<file path="config.mk">
export PLATFORM = sky130hd
export DESIGN_NAME = mem_unit
export DESIGN_NICKNAME = d
export VERILOG_FILES = /design/src/rtl/mem_unit.sv
export SDC_FILE = /design/constraint.sdc
export NUM_CORES = 2
export LEC_CHECK = 0
export BUFFER_PORTS_ARGS = -buffer_cell sky130_fd_sc_hd__buf_2
export CAP_MARGIN = 0
export CORE_MARGIN = 2
export CORE_UTILIZATION = 40
export DETAILED_ROUTE_END_ITERATION = 12
export GPL_ROUTABILITY_DRIVEN = 0
export PLACE_DENSITY = 0.61
export SETUP_SLACK_MARGIN = 0.4
export SLEW_MARGIN = 10
export SYNTH_ARGS = -nofsm -noshare
export SYNTH_HDL_FRONTEND = slang
export SYNTH_SLANG_ARGS = --single-unit
</file>
<file path="constraint.sdc">
create_clock -name clk -period 8.5 [get_ports clk]
set_clock_uncertainty 0.15 [all_clocks]
set_input_delay 1.275 -clock clk [delete_from_list [all_inputs] [get_ports clk]]
set_output_delay 1.275 -clock clk [all_outputs]
set_load 0.02 [all_outputs]
</file>
<file path="src/rtl/mem_unit.sv">
// Memory subsystem for the hmmm core: MAR, MDR and RAM, a registered read handshake
// and a ready/valid program loader that streams words into RAM from address 0.
module mem_unit #(
  parameter int DATA_W = 16,
  parameter int ADDR_W = 8,
  parameter int DEPTH  = 256,
  parameter int CNT_W  = 9
) (
  input  logic              clk,
  input  logic              rst,
  input  logic [DATA_W-1:0] bus_in,
  output logic [DATA_W-1:0] bus_out,
  output logic              bus_oe,
  input  logic              mar_in,
  input  logic              mar_inc,
  input  logic              mdr_in,
  input  logic              mdr_out,
  output logic              rd_valid,
  output logic              busy,
  input  logic              pgrm_en,
  input  logic              pgrm_valid,
  input  logic [DATA_W-1:0] pgrm_data,
  output logic              pgrm_ready,
  output logic [CNT_W-1:0]  load_count,
  output logic              overflow,
  output logic              addr_err
);

  localparam int IDX_W = (DEPTH > 1) ? $clog2(DEPTH) : 1;

  // Handshakes:
  //  core read : mdr_out is a level held by the core; rd_valid marks MDR == RAM[MAR],
  //              and the core releases mdr_out once it has seen rd_valid.
  //  loader    : a word transfers on every cycle where pgrm_valid && pgrm_ready.
  typedef enum logic [1:0] {
    S_IDLE  = 2'd0,
    S_RD    = 2'd1,
    S_VALID = 2'd2,
    S_LOAD  = 2'd3
  } state_e;

  state_e             state_q, state_d;
  logic [ADDR_W-1:0]  mar_q, mar_d;
  logic [DATA_W-1:0]  mdr_q, mdr_d;
  logic [CNT_W-1:0]   cnt_q, cnt_d;
  logic               ovf_q, ovf_d;
  logic               aerr_q, aerr_d;
  logic               pgrm_en_q;

  logic               pgrm_rise;
  logic               mar_ok;
  logic               load_room;

  logic [DATA_W-1:0]  ram [DEPTH];
  logic               ram_we;
  logic [IDX_W-1:0]   ram_waddr;
  logic [DATA_W-1:0]  ram_wdata;
  logic [DATA_W-1:0]  ram_rdata;

  assign pgrm_rise = pgrm_en && !pgrm_en_q;
  assign mar_ok    = (int'(mar_q) < DEPTH);
  assign load_room = (int'(cnt_q) < DEPTH);
  assign ram_rdata = ram[mar_q[IDX_W-1:0]];

  // State register and datapath registers
  always_ff @(posedge clk) begin
    if (rst) begin
      state_q <= S_IDLE;
      mar_q   <= '0;
      mdr_q   <= '0;
      cnt_q   <= '0;
      ovf_q   <= 1'b0;
      aerr_q  <= 1'b0;
    end else begin
      state_q <= state_d;
      mar_q   <= mar_d;
      mdr_q   <= mdr_d;
      cnt_q   <= cnt_d;
      ovf_q   <= ovf_d;
      aerr_q  <= aerr_d;
    end
  end

  // Tracks pgrm_en even through reset so a level held across rst does not re-enter LOAD.
  always_ff @(posedge clk) begin
    pgrm_en_q <= pgrm_en;
  end

  // RAM contents survive reset; only the write strobe is blocked while rst is high.
  always_ff @(posedge clk) begin
    if (ram_we && !rst) begin
      ram[ram_waddr] <= ram_wdata;
    end
  end

  // Next-state logic
  always_comb begin
    state_d = state_q;
    if (pgrm_rise) begin
      state_d = S_LOAD;
    end else begin
      case (state_q)
        S_IDLE: begin
          if (mdr_out && !mdr_in) state_d = S_RD;
        end
        S_RD: begin
          state_d = S_VALID;
        end
        S_VALID: begin
          if (!mdr_out) state_d = S_IDLE;
        end
        S_LOAD: begin
          if (!pgrm_en) state_d = S_IDLE;
        end
        default: state_d = S_IDLE;
      endcase
    end
  end

  // Datapath next values and RAM write port
  always_comb begin
    mar_d     = mar_q;
    mdr_d     = mdr_q;
    cnt_d     = cnt_q;
    ovf_d     = ovf_q;
    aerr_d    = aerr_q;
    ram_we    = 1'b0;
    ram_waddr = mar_q[IDX_W-1:0];
    ram_wdata = bus_in;
    if (pgrm_rise) begin
      cnt_d = '0;
      ovf_d = 1'b0;
    end else begin
      case (state_q)
        S_IDLE: begin
          if (mar_in) begin
            mar_d = bus_in[ADDR_W-1:0];
          end else if (mar_inc) begin
            mar_d = mar_q + ADDR_W'(1);
          end
          // The write uses the pre-edge MAR even when mar_in is also set.
          if (mdr_in) begin
            mdr_d = bus_in;
            if (mar_ok) ram_we = 1'b1;
            else        aerr_d = 1'b1;
          end
        end
        S_RD: begin
          mdr_d = mar_ok ? ram_rdata : '0;
          if (!mar_ok) aerr_d = 1'b1;
        end
        S_LOAD: begin
          if (!pgrm_en) begin
            mar_d = '0;
          end else if (pgrm_valid) begin
            if (load_room) begin
              ram_we    = 1'b1;
              ram_waddr = cnt_q[IDX_W-1:0];
              ram_wdata = pgrm_data;
              cnt_d     = cnt_q + CNT_W'(1);
            end else begin
              ovf_d = 1'b1;
            end
          end
        end
        default: ;
      endcase
    end
  end

  // Outputs
  always_comb begin
    bus_out    = mdr_q;
    bus_oe     = (state_q == S_VALID) && mdr_out;
    rd_valid   = (state_q == S_VALID);
    busy       = (state_q == S_RD) || (state_q == S_LOAD);
    pgrm_ready = (state_q == S_LOAD) && pgrm_en && load_room;
    load_count = cnt_q;
    overflow   = ovf_q;
    addr_err   = aerr_q;
  end

endmodule

</file>
==> results.py <==
metrics = {
    "die": {
        "dieArea_mm2": 0.406,
        "fp-row-count": 232,
        "initial_core_util": 0.402,
        "dieWidth_um": 637,
        "core-area_mm2": 0.399,
        "ioPinCount": 71,
        "die_h_um": 637,
    },
    "logic_synthesis": {
        "yosysSeqAreaShare": 0.772,
        "synth_edf_count": 4096,
        "synth.area.top_cells": "edfxtp_1 (77%), mux4_2 (14%), mux2i_1 (1.6%)",
        "synth-seq-cells": 4141,
        "synth_fp_nets": 7524,
        "yosysWarnings": 0,
        "ys_types": 81,
        "synth_top_family_by_area": "multiplexers",
        "syn-mean-instance-area_um2": 21.4,
        "synth_xor_area_frac": 0.000437,
        "synthFlopType": "edfxtp_1",
        "yosys.area.top_type": "edfxtp_1",
        "syn-cell-area_mm2": 0.160,
        "synth-adder-area-share": 0.000468,
        "async_reset_ff_frac": 0,
        "synthCells": 7478,
        "synthMuxAreaShare": 0.157,
        "synth_top_area_share": 0.767,
        "yosys.area_share.simple": 0.0290,
        "synth_compound_area_frac": 0.0237,
    },
    "placed_design": {
        "dpl.hpwl_mm": 273,
        "numPortBuffers": 69,
        "pre_cts_slack_ns": 2.74,
    },
    "global_route": {
        "antenna_found_initial": 23,
        "grt_pass1_wl_mm": 625,
        "grt_pass1_vias": 78600,
        "grt_use_total": 0.217,
        "grt_max_degree": 197,
        "gr-total-overflow": 0,
    },
    "timing": {
        "worstMarginPinSlew_ns": 1.30,
        "fin_crit_ns": 5.18,
        "drv_slew": 0,
        "setup_ws_ns": 3.32,
        "slew-limit-headroom": 0.132,
        "finalHoldViolations": 0,
        "tns_ns": 0,
        "setup-violations-final": 0,
        "fmax_ghz": 0.193,
        "period_share": 0.610,
        "rsz0062_at_grt": "no",
    },
    "setup_path": {
        "path_class": "flop to flop",
        "cp.required_ns": 9.16,
        "cp.arrival_ns": 5.84,
        "end_kind": "flop",
        "worstPathMaxFanout": 51,
        "crit_path_start_kind": "flop",
    },
    "detailed_routing": {
        "wl_per_cell_um": 33.5,
        "ant_nets": 0,
        "drt_iter0_markers": 11700,
        "drc_errors": 0,
        "viasPerCell": 5.99,
        "dr.pass1.iters": 6,
        "drt-total-wl_mm": 450,
        "vias": 80500,
    },
    "clock_network": {
        "root_buffer": "clkbuf_16",
        "tritoncts": "yes",
        "clk_path_buf_depth": 4,
        "hold_buffers": 0,
        "cts_num_sinks": 4141,
        "cts_buffers": 402,
        "ctsResizeCount": 0,
        "clkSlewWorstSetupHoldPaths_ns": 0.07,
        "clk_latency_ns": 0.95,
        "post_cts_buffers": 0,
        "cts_htree_levels": 5,
    },
    "layout": {
        "num-fill-cells": 33000,
        "multiInputGateArea_mm2": 0.0343,
        "drive_above_1_share": 0.261,
        "syn2layout_area_growth_pct": 12.8,
        "fin_nets": 7885,
        "seq_area_mm2": 0.124,
    },
    "power_and_ir_drop": {
        "power_leakage_nw": 54.8,
        "power_density_mw_per_mm2": 246,
        "peakVddDrop_uv": 166,
    },
    "job": {
        "maxCapViolations": 0,
    },
    "run_status": {
        "status": "finished, final reports clean",
    },
    "hold_path": {
        "hold_class": "input port to flop",
    },
}
## cell type report
class | count | area share
multi-input cells | 2884 | 0.190
repair buffers | 395 | 0.0181
flip-flops and latches | 4141 | 0.685
inverters | 15 | 0.000408
clock buffers | 494 | 0.0586
clock inverters | 226 | 0.0114
diodes | 24 | 0.000332
well taps | 5265 | 0.0364
## logic make-up after synthesis
| group | after synthesis |
|---|---|
| DFF | 4141 |
| muxes | 1269 |
| and+or+nand+nor | 1065 |
| AOI/OAI and AO/OA | 535 |
| buffers and inverters | 453 |
| xor gates and xnor gates | 8 |
| adders and majority gates | 6 |
| other | 1 |
## path summary, 6_finish.rpt
| kind | startpoint | to | slack [ns] | depth (start not counted) |
|---|---|---|---|---|
| setup / recovery | flop | bus_out[11]$_SDFFE_PP0P_ | 3.32 | 9 |
| hold / removal | pgrm_en | pgrm_en_q$_DFF_P_ | 0.47 | 1 |
| setup reg to reg | flop | bus_out[11]$_SDFFE_PP0P_ | 3.32 | 9 |
| hold reg to reg | load_count[5]$_SDFFE_PP0P_ | load_count[5]$_SDFFE_PP0P_ | 0.51 | 2 |
## through the flow
| step | power [mW] | cell area, um2 | hold slack (ns) | instances | util |
|---|---|---|---|---|---|
| 6_report | 44.6 | 181000 | 0.473 | 13400 | 0.453 |
| 5_1_grt | 45.7 | 181000 | 0.442 | 13400 | 0.453 |
| 4_1_cts | 44.7 | 181000 | 0.428 | 13400 | 0.453 |
| 3_5_place_dp | 27.5 | 168000 | 0.482 | 12700 | 0.421 |
| 3_3_place_gp | 27.5 | 168000 | 0.473 | 12700 | 0.421 |
| 2_1_floorplan | 25.9 | 160000 | 0.402 | 7478 | - |
## cells in the mapped netlist (6+ instances only)
library cell  number
nor3_1            29
nor3b_1            7
a311o_1            6
a211oi_1          19
xor2_1             6
a221oi_1          23
a22o_1            23
nor2_1           347
a32oi_1           11
nand3b_1           8
mux2_2             6
or2_2             21
nand2_1          414
buf_2            142
buf_6             65
buf_1             32
clkbuf_1         144
o22ai_1           61
nand3_1          105
mux4_2          1003
nand4_1           16
a2111oi_0          9
and3_1            36
a31oi_1           46
a21o_1             8
o31ai_1           11
o211ai_1          11
or3_1             30
inv_1             11
buf_4             49
ha_1               6
mux2i_1          260
a211o_1            7
o2111ai_1          6
a22oi_1           46
o221ai_1          68
dfxtp_1           45
and2_1            17
nor2b_1           12
a21oi_1           80
edfxtp_1        4096
o21ai_0           59
nand2b_1           9
## sequential cells by signal (all words and copies together), names as in the netlist, named ones only
name        flops
overflow        1
state_q         2
ram          4096
load_count      9
mar_q           8
bus_out        16
pgrm_en_q       1
## cells in the final DEF (no fill, tap or decap), drive strengths merged, types with 9 or more instances in the layout
cell type  Yosys  layout
edfxtp      4096    4096
mux4        1003    1003
clkbuf       144     494
nand2        414     414
buf          294     394
nor2         347     347
mux2i        260     260
clkinv         1     166
nand3        105     105
a21oi         80      80
o221ai        68      68
o22ai         61      61
o21ai         61      61
a31oi         46      46
a22oi         46      46
dfxtp         45      45
and3          36      36
bufinv         0      35
or3           31      31
nor3          29      29
inv           14      28
diode          0      24
a221oi        24      24
a22o          23      23
or2           21      21
a211oi        19      19
and2          17      17
nand4         16      16
clkinvlp       0      12
nor2b         12      12
o31ai         11      11
o211ai        11      11
a32oi         11      11
nand2b         9       9
a2111oi        9       9
## where the power goes
part           total (mW)  internal, mW  switching, mW
clock                17.5          9.90           7.56
combinational        4.47          1.63           2.84
sequential           22.6          22.5          0.114
## worst max-delay path, cell delays in order (launching register included)
cell and delay (ns):
dfxtp_4 0.71, buf_4 0.54, buf_4 0.73, mux4_2 0.42
a22oi_1 0.20, nand4_1 0.38, a221oi_1 0.98, nor2_1 0.27
or4_1 0.49, o2bb2ai_1 0.14
## layer usage
layer,share of wire,vias up,track usage
met5,0.000058,-,0
met4,0.049,4,0.0912
met3,0.097,743,0.0439
met2,0.46,4559,0.336
met1,0.39,43200,0.301
li1,-,32000,-
(Power assumes the default switching activity.)
